--- src/rtl/mem_block_copier.sv ---
// Block-move engine: copies LEN words from SRC to DST through a single-port byte-addressed memory.
// Optional MEM_COPY_FILL_EN adds FILL/PATTERN ports for a one-cycle-per-word pattern fill.
module mem_block_copier #(
  parameter int BYTE_SIZE  = 4,
  parameter int ADDR_WIDTH = 32,
  parameter int LEN_WIDTH  = 8
) (
  input  logic                    clk,
  input  logic                    reset,
  input  logic                    START,
  input  logic [ADDR_WIDTH-1:0]   SRC,
  input  logic [ADDR_WIDTH-1:0]   DST,
  input  logic [LEN_WIDTH-1:0]    LEN,
`ifdef MEM_COPY_FILL_EN
  input  logic                    FILL,
  input  logic [BYTE_SIZE*8-1:0]  PATTERN,
`endif
  output logic                    BUSY,
  output logic                    DONE,
  output logic                    MEM_WE,
  output logic [ADDR_WIDTH-1:0]   MEM_ADDR,
  output logic [BYTE_SIZE*8-1:0]  MEM_WD,
  input  logic [BYTE_SIZE*8-1:0]  MEM_RD
);

  localparam logic [1:0] S_IDLE  = 2'd0;
  localparam logic [1:0] S_READ  = 2'd1;
  localparam logic [1:0] S_WRITE = 2'd2;
  localparam logic [1:0] S_FIN   = 2'd3;

  localparam logic [ADDR_WIDTH-1:0]  STRIDE     = ADDR_WIDTH'(BYTE_SIZE);
  localparam logic [ADDR_WIDTH-1:0]  ADDR_ZERO  = {ADDR_WIDTH{1'b0}};
  localparam logic [LEN_WIDTH-1:0]   CNT_ZERO   = {LEN_WIDTH{1'b0}};
  localparam logic [LEN_WIDTH-1:0]   CNT_ONE    = LEN_WIDTH'(1);
  localparam logic [BYTE_SIZE*8-1:0] DATA_ZERO  = {(BYTE_SIZE*8){1'b0}};

  logic [1:0]             state_r;
  logic [ADDR_WIDTH-1:0]  src_ptr_r;
  logic [ADDR_WIDTH-1:0]  dst_ptr_r;
  logic [LEN_WIDTH-1:0]   count_r;
  logic [BYTE_SIZE*8-1:0] data_r;
  logic                   fill_r;
  logic                   fill_in_s;
  logic [BYTE_SIZE*8-1:0] pattern_in_s;

  // Without the fill option the fill path is tied off and optimises away.
`ifdef MEM_COPY_FILL_EN
  assign fill_in_s    = FILL;
  assign pattern_in_s = PATTERN;
`else
  assign fill_in_s    = 1'b0;
  assign pattern_in_s = DATA_ZERO;
`endif

  // Sequencer state, pointers, word count and the staged data word.
  always_ff @(posedge clk or posedge reset) begin
    if (reset) begin
      state_r   <= S_IDLE;
      src_ptr_r <= ADDR_ZERO;
      dst_ptr_r <= ADDR_ZERO;
      count_r   <= CNT_ZERO;
      data_r    <= DATA_ZERO;
      fill_r    <= 1'b0;
    end else begin
      case (state_r)
        S_IDLE: begin
          if (START) begin
            src_ptr_r <= SRC;
            dst_ptr_r <= DST;
            count_r   <= LEN;
            fill_r    <= fill_in_s;
            if (LEN == CNT_ZERO) begin
              state_r <= S_FIN;
            end else if (fill_in_s) begin
              data_r  <= pattern_in_s;
              state_r <= S_WRITE;
            end else begin
              state_r <= S_READ;
            end
          end
        end
        S_READ: begin
          data_r    <= MEM_RD;
          src_ptr_r <= src_ptr_r + STRIDE;
          state_r   <= S_WRITE;
        end
        S_WRITE: begin
          dst_ptr_r <= dst_ptr_r + STRIDE;
          count_r   <= count_r - CNT_ONE;
          if (count_r == CNT_ONE) begin
            state_r <= S_FIN;
          end else if (fill_r) begin
            state_r <= S_WRITE;
          end else begin
            state_r <= S_READ;
          end
        end
        S_FIN: begin
          state_r <= S_IDLE;
        end
        default: begin
          state_r <= S_IDLE;
        end
      endcase
    end
  end

  // Memory port and status decode; reset forces IDLE so MEM_WE drops at once.
  always_comb begin
    BUSY     = 1'b0;
    DONE     = 1'b0;
    MEM_WE   = 1'b0;
    MEM_ADDR = ADDR_ZERO;
    MEM_WD   = data_r;
    case (state_r)
      S_IDLE: begin
        MEM_WD = DATA_ZERO;
      end
      S_READ: begin
        BUSY     = 1'b1;
        MEM_ADDR = src_ptr_r;
      end
      S_WRITE: begin
        BUSY     = 1'b1;
        MEM_WE   = 1'b1;
        MEM_ADDR = dst_ptr_r;
      end
      S_FIN: begin
        DONE = 1'b1;
      end
      default: begin
        MEM_WD = DATA_ZERO;
      end
    endcase
  end

endmodule

--- config.mk ---
export PLATFORM = sky130hd
export DESIGN_NAME = mem_block_copier
export DESIGN_NICKNAME = d
export VERILOG_FILES = /design/src/rtl/mem_block_copier.sv
export SDC_FILE = /design/constraint.sdc
export NUM_CORES = 1
export LEC_CHECK = 0
export CORE_MARGIN = 2
export CORE_UTILIZATION = 25
export CTS_BUF_LIST = sky130_fd_sc_hd__clkbuf_2
export CTS_CLUSTER_DIAMETER = 80
export DETAILED_ROUTE_END_ITERATION = 16
export GPL_ROUTABILITY_DRIVEN = 0
export PLACE_DENSITY = 0.49
export SLEW_MARGIN = 40
export SYNTH_ARGS = -nofsm -noshare
export SYNTH_HDL_FRONTEND = slang
export SYNTH_SLANG_ARGS = --single-unit
--- constraint.sdc ---
create_clock -name clk -period 7.3 [get_ports clk]
set_input_delay 2.19 -clock clk [delete_from_list [all_inputs] [get_ports clk]]
set_output_delay 2.19 -clock clk [all_outputs]
set_load 0.01 [all_outputs]
# Word-level counts from Yosys, hierarchy flattened

Index checks and enable logic that the tools add are counted.

Register bits after elaboration: 106
Word-level logic and storage cells: 35
Input bits: 107
Output and inout port bits: 67

Add/sub/neg operators: 3
Equality and inequality tests: 5
Muxes and demuxes: 15
Reduce and logical (&&, ||, !) cells: 7

Operator list:

| kind                                                | count |
|---|---|
| case mux 32 bit (2 select lines)                    | 3 |
| 2-to-1 mux 32 bit                                   | 3 |
| adder 32 x 3 -> 32 bit, second input constant       | 2 |
| case mux 8 bit (2 select lines)                     | 1 |
| equality test 8 x 1 -> 1 bit, second input constant | 1 |
| zero test 8 bit                                     | 1 |
| 2-to-1 mux 8 bit                                    | 1 |
| case mux 2 bit (4 select lines)                     | 1 |
| subtractor 8 x 1 -> 8 bit, second input constant    | 1 |
| 2-to-1 mux 2 bit                                    | 3 |
| equality test 2 bit, second input constant          | 2 |
| AND reduction 2 bit                                 | 2 |
| nonzero test 2 bit                                  | 2 |
| 2-to-1 mux 1 bit                                    | 3 |
| equality test 2 x 1 -> 1 bit, second input constant | 1 |
| zero test 2 bit                                     | 1 |
| inequality test 2 bit, second input constant        | 1 |
| OR reduction 2 bit                                  | 1 |

# Depth between registers and ports, before layout

Gate-level depths: netlist (run 1).

Word-level depth: 4
Depth in mapped cells: 10
Gate-level depth less buffers: 7

# Worst setup path before layout (run 1)

OpenSTA, ideal clock, no wires.

Path kind: register to output
Start point: reg state_r[0]
End point: out MEM_ADDR[6]
Setup slack: 3199 ps
Required time: 5110 ps
Arrival: 1911 ps
Buffers on the path: 3
Cell stages (with the launch flop): 8
Path through: dfrtp_1 > inv_1 > ha_1 > clkbuf_1 > clkbuf_1 > clkbuf_1 > nand2_1 > a21boi_0

Cells in the longest elaborated chain, start to end: 2
Elaborated cells between the ends (all ways): 3
Classes of those cells: eq/ne: 2; mux: 1

RTL lines:

| what                                                                       | RTL line | source |
|---|---|---|
| start, declared                                                            | 37       | `logic [1:0] state_r;` |
| start signal, assigned                                                     | 58       | `state_r <= S_IDLE;` |
| start signal, assigned                                                     | 73       | `state_r <= S_FIN;` |
| start signal, assigned                                                     | 76       | `state_r <= S_WRITE;` |
| equality test 2 bit / equality test 2 x 1 -> 1 bit (equally long branches) | 115      | `case (state_r)` |
| case mux 32 bit (2 select lines) *                                         | 115      |  |
| end, declared                                                              | 21       | `output logic [ADDR_WIDTH-1:0] MEM_ADDR,` |

Mark *: on every way between the ends. The rest lies on a longest branch, timed or not.

# Worst setup path after layout (run 1)

Start point: reg state_r[1]
End point: out MEM_ADDR[31]

Same word-level chain as after synthesis.

==> results of run 1 <==
## how the worst max path moves through the flow
stage | slack [ns] | startpoint | to
2_1_floorplan | 2.32 | reset | count_r[0]$_DFFE_PP0P_
3_3_place_gp | 2.31 | state_r[0]$_DFFE_PP0P_ | MEM_ADDR[22]
3_5_place_dp | 2.41 | START | dst_ptr_r[27]$_DFFE_PP0P_
4_1_cts | 1.68 | state_r[1]$_DFFE_PP0P_ | MEM_ADDR[31]
5_1_grt | 1.56 | state_r[1]$_DFFE_PP0P_ | MEM_ADDR[31]
6_report | 1.80 | state_r[1]$_DFFE_PP0P_ | MEM_ADDR[31]
## power by group through the flow
| stage | registers, mW | logic (mW) | clock network (mW) |
|---|---|---|---|
| after detailed placement | 1.27 | 2.29 | 0 |
| after floorplan | 1.12 | 1.48 | 0 |
| after global routing | 1.32 | 2.49 | 0.399 |
| after CTS | 1.25 | 2.29 | 0.378 |
| final | 1.26 | 2.26 | 0.363 |
| after global placement | 1.27 | 2.27 | 0 |
## kinds of logic (layout without fill, tap and decap cells)
logic type	Yosys count	after routing	share of synthesized area
AO/OA/AOI/OAI	203	203	0.201
adder cells (fa/ha/maj)	9	9	0.0172
buffers and inverters	66	209	0.0408
flip-flops	106	106	0.406
multiplexers	51	51	0.0849
other	0	1	0
AND/OR/NAND/NOR	294	294	0.250
## state kept, by name, indices dropped and copies added, names as in the netlist
register and flops:
dst_ptr_r 32, src_ptr_r 32, state_r 2, count_r 8, data_r 32
## worst max-delay path: cells and delay by family, from the launching register on
| family | cells | cell delay, ns |
|---|---|---|
| flip-flops | 1 | 0.49 |
| AO/OA/AOI/OAI | 1 | 0.16 |
| adder cells (fa/ha/maj) | 1 | 0.63 |
| buffers and inverters | 3 | 1.32 |
| AND/OR/NAND/NOR | 1 | 0.08 |
## per-stage QoR
stage                     total power [mW]  hold slack, ns  worst slack (ns)
after floorplan                       2.59           0.451              2.32
after global placement                3.53           0.464              2.31
after detailed placement              3.55           0.472              2.41
after CTS                             3.92           0.529              1.68
after global routing                  4.20           0.548              1.56
final                                 3.88           0.524              1.80
## per-layer routing
layer	vias to the layer above	GRT usage
met5	-	0
met4	0	0.0344
met3	19	0.0256
met2	177	0.242
met1	2972	0.246
li1	2980	-
## Yosys cell counts (18+ instances only)
master | number | area, um^2
a21oi_1 | 55 | 275
a22oi_1 | 29 | 218
and3_1 | 21 | 131
clkbuf_1 | 40 | 150
dfrtp_1 | 106 | 2650
mux2_2 | 34 | 383
nand2_1 | 79 | 297
nand3_1 | 43 | 215
nor2_1 | 18 | 67.6
nor2b_1 | 53 | 332
o21ai_0 | 31 | 155
o22ai_1 | 24 | 150
## final cells by class
type                            instances  area, um^2  share of cell area
Tap cell                              335         419              0.0481
Sequential cell                       106        2650               0.304
Antenna cell                            1        2.50            0.000287
Inverter                               14        57.6             0.00660
Clock inverter                          6         105              0.0120
Timing Repair Buffer                  179        1780               0.204
Multi-Input combinational cell        557        3660               0.419
Clock buffer                           10        50.0             0.00574
==> results by group, run 1 <==
Timing
  – Setup violators final: 0
  – Fin. Hold Viols: 0
  – Max-slew headroom: 0.453
  – F_max: 0.182 GHz
  – Fin crit share: 0.754
  – Clock skew: 0.0319 ns
  – Slew Limit Fails: 0
  – Worst-Margin Slew: 0.818 ns
  – Final min period: 5.50 ns
  – Total negative slack: 0 ns
  – RSZ-0062 raised after global routing: false

Power and ir drop
  – Pleak: 3.31 nW
  – Worst VDD drop: 0.182 mV
  – Clock Power Share: 0.093
  – Sw Share: 0.452
  – Comb pwr share: 0.582
  – Switching pwr: 1.75 mW
  – Sequential power share: 0.324
  – Cell-internal power: 2.13 mW
  – PD cells: 445 nW/um^2

Setup path
  – Worst endpoint data arrival time: 3.31 ns
  – CP Capture Type: primary output
  – CP startpoint kind: register
  – RR Endpoint: src_ptr_r[24]$_DFFE_PP0P_
  – Max stage delay on crit path: 0.63 ns
  – Critical path class: register to primary output
  – FF-to-FF path depth: 7
  – Worst r2r src: state_r[1]$_DFFE_PP0P_
  – Worst-path maximum fanout: 63
  – Critical path, cell by cell: inv_1, ha_4, buf_4, nand2_1, a21boi_0, clkdlybuf4s50_1
  – CP required: 5.11 ns
  – R2r setup slk: 4.30 ns
  – Slowest CP cell: ha_4

Floorplanning
  – DIE WIDTH: 166 um
  – Die height: 166 um
  – DIE AREA: 27400 um^2
  – Initial Util: 0.253
  – IO Pins: 174
  – Row cnt: 59
  – Core ar.: 25800 um^2

Finish
  – Post-route insts no fill: 1208
  – Most frequent cells in the layout: clkdlybuf4s50_1, dfrtp_1, nand2_1, a21oi_1, nor2b_1
  – Design area: 8720 um^2
  – Nets: 983
  – Final Util: 0.338
  – Fillers: 2725
  – Share of cells above drive strength 1: 0.0837
  – Commonest non-fill, non-tap cell in the layout: clkdlybuf4s50_1
  – Synth-to-Final Area Change: 33.6%

Detailed routing
  – Post-DRT Antenna Nets: 0
  – Residual DRC: 0
  – Met1 Routed Length: 11.2 mm
  – Max Used Layer: met4
  – WL/cell: 18.8 um
  – Met3 wire len: 1.06 mm
  – Iter 0 DRT Violations: 400
  – Via Count: 6148
  – Routed wl met2: 10.1 mm
  – Via density: 5.09
  – DRT Pass-1 Iters: 4
  – WL final: 22.7 mm

GRT
  – GRT Total Usage: 0.162
  – Vias in the first global route: 5910
  – Antenna violations before repair: 2
  – Largest net degree at the start of global routing: 64
  – First-pass GRT wire length: 35.4 mm
  – Total gr overflow: 0

Clocking
  – Post-CTS setup buffers: 0
  – Resized cells post-CTS: 0
  – H-tree level count: 3
  – CTS Root Cell: clkbuf_2
  – Num CTS Buffers: 9
  – CTS tree: yes
  – Post-cts hold buffer count: 0
  – Clk sink count: 106
  – Worst-Skew Late Latency: 0.63 ns
  – Clock Pin Slew Worst Setup and Hold Paths: 0.30 ns
  – Clock buffer depth: 2

Placed design
  – Cell count after placement: 1191
  – Hpwl dp: 16.2 mm
  – Placed Area: 8560 um^2
  – IO buf count: 173

Logic synthesis
  – Top_reg_cell synth: dfrtp_1
  – Register area share after synthesis: 0.406
  – Post-Syn Area: 6530 um^2
  – Syn Nets: 845
  – Post-Synthesis Cells: 729
  – Netlist cell types: 60
  – Number of synthesized flops with an enable pin: 0
  – Syn_area_per_cell: 8.96 um^2
  – Post-synth ARST share: 1.00
  – Synth warn: 0
  – Post-synthesis register bit count: 106

Hold path
  – Hold path startpoint: dst_ptr_r[1]$_DFFE_PP0P_
  – Hold Path End: dst_ptr_r[1]$_DFFE_PP0P_
  – Hold Path Cell Cnt: 2
  – Hold/Removal Path Class: register to register

Flow run
  – Maxcap violations: 0

Status
  – Status: finished clean
Note: power is estimated with default switching activity, not from simulation.
==> run 2: changes to the inputs <==
--- a/config.mk
+++ b/config.mk
@@ -11,7 +11,7 @@
 export CTS_CLUSTER_DIAMETER = 80
 export DETAILED_ROUTE_END_ITERATION = 16
 export GPL_ROUTABILITY_DRIVEN = 0
-export PLACE_DENSITY = 0.49
+export PLACE_DENSITY = 0.5
 export SLEW_MARGIN = 40
 export SYNTH_ARGS = -nofsm -noshare
 export SYNTH_HDL_FRONTEND = slang
==> constraint.sdc (replaced) <==
create_clock -name clk -period 4.5 [get_ports clk]
set_input_delay 1.35 -clock clk [delete_from_list [all_inputs] [get_ports clk]]
set_output_delay 1.35 -clock clk [all_outputs]
set_load 0.01 [all_outputs]
==> run 2 against run 1 <==
Net effect: sequential share of layout area shrank 0.096 points; sequential cell count unchanged; first-iteration DRC count increased by 14%; power increased by 62%; clock-buffer cell count unchanged; critical path depth fell by 1; largest cell class unchanged.
==> results by group, run 2 (synthesized netlist as in run 1, its figures left out) <==
Power and ir drop
  – Pleak: 3.33 nW (+0.50%)
  – Switching pwr: 2.86 mW (+63%)
  – Sw Share: 0.456 (+0.00434)
  – Worst VDD drop: 0.389 mV (+110%)
  – Sequential power share: 0.327 (+0.003)
  – PD cells: 718 nW/um^2 (+61%)
  – Cell-internal power: 3.42 mW (+60%)
  – Tot Pwr: 6.28 mW (+62%)
  – Clock Power Share: 0.085 (-0.008)
  – Comb pwr share: 0.589 (+0.007)

Finish
  – Multi-input gate area: 3660 um^2 (about the same)
  – Fillers: 2685 (-1.5%)
  – Commonest non-fill, non-tap cell in the layout: clkdlybuf4s50_1
  – Post-route insts no fill: 1215 (+0.58%)
  – Nets: 988 (+0.51%)
  – Design area: 8750 um^2 (+0.32%)
  – Reg area: 2650 um^2 (unchanged)
  – Share of cells above drive strength 1: 0.0889 (+0.00522)
  – Synth-to-Final Area Change: 34.0%
  – Largest regs: data_r (32), dst_ptr_r (32), src_ptr_r (32)
  – Most frequent cells in the layout: clkdlybuf4s50_1, dfrtp_1, nand2_1, a21oi_1, nor2b_1
  – Final Util: 0.339 (+0.00106)

Timing
  – Fin Hold WS: 0.526 ns (+0.00158 ns)
  – Total negative slack: 0 ns (unchanged)
  – F_max: 0.235 GHz
  – Fin. Hold Viols: 0 (unchanged)
  – Slew Limit Fails: 0 (unchanged)
  – Worst-Margin Slew: 0.811 ns (-0.00665 ns)
  – Clock skew: 0.0273 ns (-0.00461 ns)
  – Fin crit share: 0.944
  – RSZ-0062 raised after global routing: true
  – Max-slew headroom: 0.457 (+0.00445)
  – Final WS setup: 0.250 ns (-1.55 ns)
  – Final min period: 4.25 ns
  – Setup violators final: 0 (unchanged)

Setup path
  – CP top delay family: buffers and inverters
  – Critical path, cell by cell: inv_1, ha_4, nand2_1, a21boi_0, clkdlybuf4s50_1
  – Critical path class: register to primary output
  – Worst endpoint data arrival time: 2.90 ns (-0.41 ns)
  – CP required: 3.15 ns (-1.96 ns)
  – Worst r2r src: state_r[1]$_DFFE_PP0P_
  – Slowest CP cell: clkdlybuf4s50_1
  – RR Endpoint: src_ptr_r[24]$_DFFE_PP0P_
  – FF-to-FF path depth: 7 (unchanged)
  – R2r setup slk: 1.60 ns (-2.70 ns)
  – CP startpoint kind: register
  – Max stage delay on crit path: 0.59 ns (-0.04 ns)
  – CP Capture Type: primary output
  – Worst-path maximum fanout: 52 (-17%)
  – Worst Path Buf+Inv: 2 (-1)

GRT
  – Vias in the first global route: 5832 (-1.3%)
  – First-pass GRT wire length: 35.9 mm (+1.5%)
  – GRT Total Usage: 0.165 (+0.00232)
  – Antenna violations before repair: 1 (-1)
  – Total gr overflow: 0 (unchanged)
  – Largest net degree at the start of global routing: 63 (-1.6%)

Floorplanning
  – DIE WIDTH: 166 um (unchanged)
  – Row cnt: 59 (unchanged)
  – Core ar.: 25800 um^2 (unchanged)
  – Die height: 166 um (unchanged)
  – DIE AREA: 27400 um^2 (unchanged)
  – Initial Util: 0.253 (unchanged)
  – IO Pins: 174 (unchanged)

Detailed routing
  – DRT Pass-1 Iters: 4 (unchanged)
  – Post-DRT Antenna Nets: 0 (unchanged)
  – Via density: 5.15 (+1.2%)
  – Residual DRC: 0 (unchanged)
  – WL final: 23.0 mm (+1.5%)
  – WL/cell: 19.0 um (+0.88%)
  – Iter 0 DRT Violations: 457 (+14%)
  – Via Count: 6256 (+1.8%)

Placed design
  – Pre-CTS setup slack: 0.902 ns (-1.51 ns)
  – Hpwl dp: 16.7 mm (+3.0%)
  – Placed Area: 8600 um^2 (+0.50%)
  – IO buf count: 173 (unchanged)
  – Cell count after placement: 1196 (+0.42%)

Hold path
  – Hold/Removal Path Class: register to register
  – Hold Path Cell Cnt: 2 (unchanged)
  – Hold path startpoint: dst_ptr_r[1]$_DFFE_PP0P_
  – Hold Path End: dst_ptr_r[1]$_DFFE_PP0P_

Clocking
  – H-tree level count: 3 (unchanged)
  – Clock buffer depth: 2 (unchanged)
  – Num CTS Buffers: 9 (unchanged)
  – Clk sink count: 106 (unchanged)
  – Worst-Skew Late Latency: 0.64 ns (about the same)
  – CTS Root Cell: clkbuf_2
  – CTS tree: yes
  – Clock Pin Slew Worst Setup and Hold Paths: 0.29 ns (about the same)

Flow run
  – Maxcap violations: 0 (unchanged)

Status
  – Status: finished clean
-- run 2: power groups by stage --
stage | combinational, mW | sequential, mW | clock [mW]
after floorplan | 2.39 | 1.82 | 0
after global placement | 3.70 | 2.06 | 0
after detailed placement | 3.72 | 2.06 | 0
after CTS | 3.74 | 2.03 | 0.552
after global routing | 4.06 | 2.14 | 0.599
final | 3.70 | 2.05 | 0.531
-- run 2: metal layers --
metal,global-route usage,routed length [um],up-vias
met4,0.0336,271,0
li1,-,-,3007
met2,0.249,10500,198
met5,0,0,-
met3,0.0277,1140,17
met1,0.247,11100,3034
-- run 2: worst max path at each step --
stage,from,end,slack [ns],depth (start not counted)
6_report,state_r[1]$_DFFE_PP0P_,MEM_ADDR[6],0.25,5
3_3_place_gp,START,src_ptr_r[24]$_DFFE_PP0P_,1.00,6
5_1_grt,state_r[1]$_DFFE_PP0P_,MEM_ADDR[6],-0.03,5
2_1_floorplan,reset,count_r[0]$_DFFE_PP0P_,0.36,1
3_5_place_dp,START,src_ptr_r[24]$_DFFE_PP0P_,0.90,6
4_1_cts,state_r[0]$_DFFE_PP0P_,MEM_ADDR[14],0.14,6
-- run 2: area by class of cell --
class                   instances  area share
clock buffers                  10     0.00572
clock inverters                 6     0.00930
inverters                      14     0.00629
repair buffers                184       0.209
diodes                          3    0.000858
flip-flops and latches        106       0.303
well taps                     335      0.0479
multi-input cells             557       0.418
-- run 2: worst register-to-register path: stages (launching register included) --
cell and delay (ns):
dfrtp_1 0.49, inv_1 0.18, ha_4 0.54, clkinv_1 0.84
nand2_1 0.47, nand2_1 0.10, a31oi_1 0.13, or3_1 0.11
-- run 2: timing repair --
item	in CTS	in global routing
gates resized for setup	0	1
setup endpoints to repair	0	2
buffers inserted	0	0
hold buffers	0	0
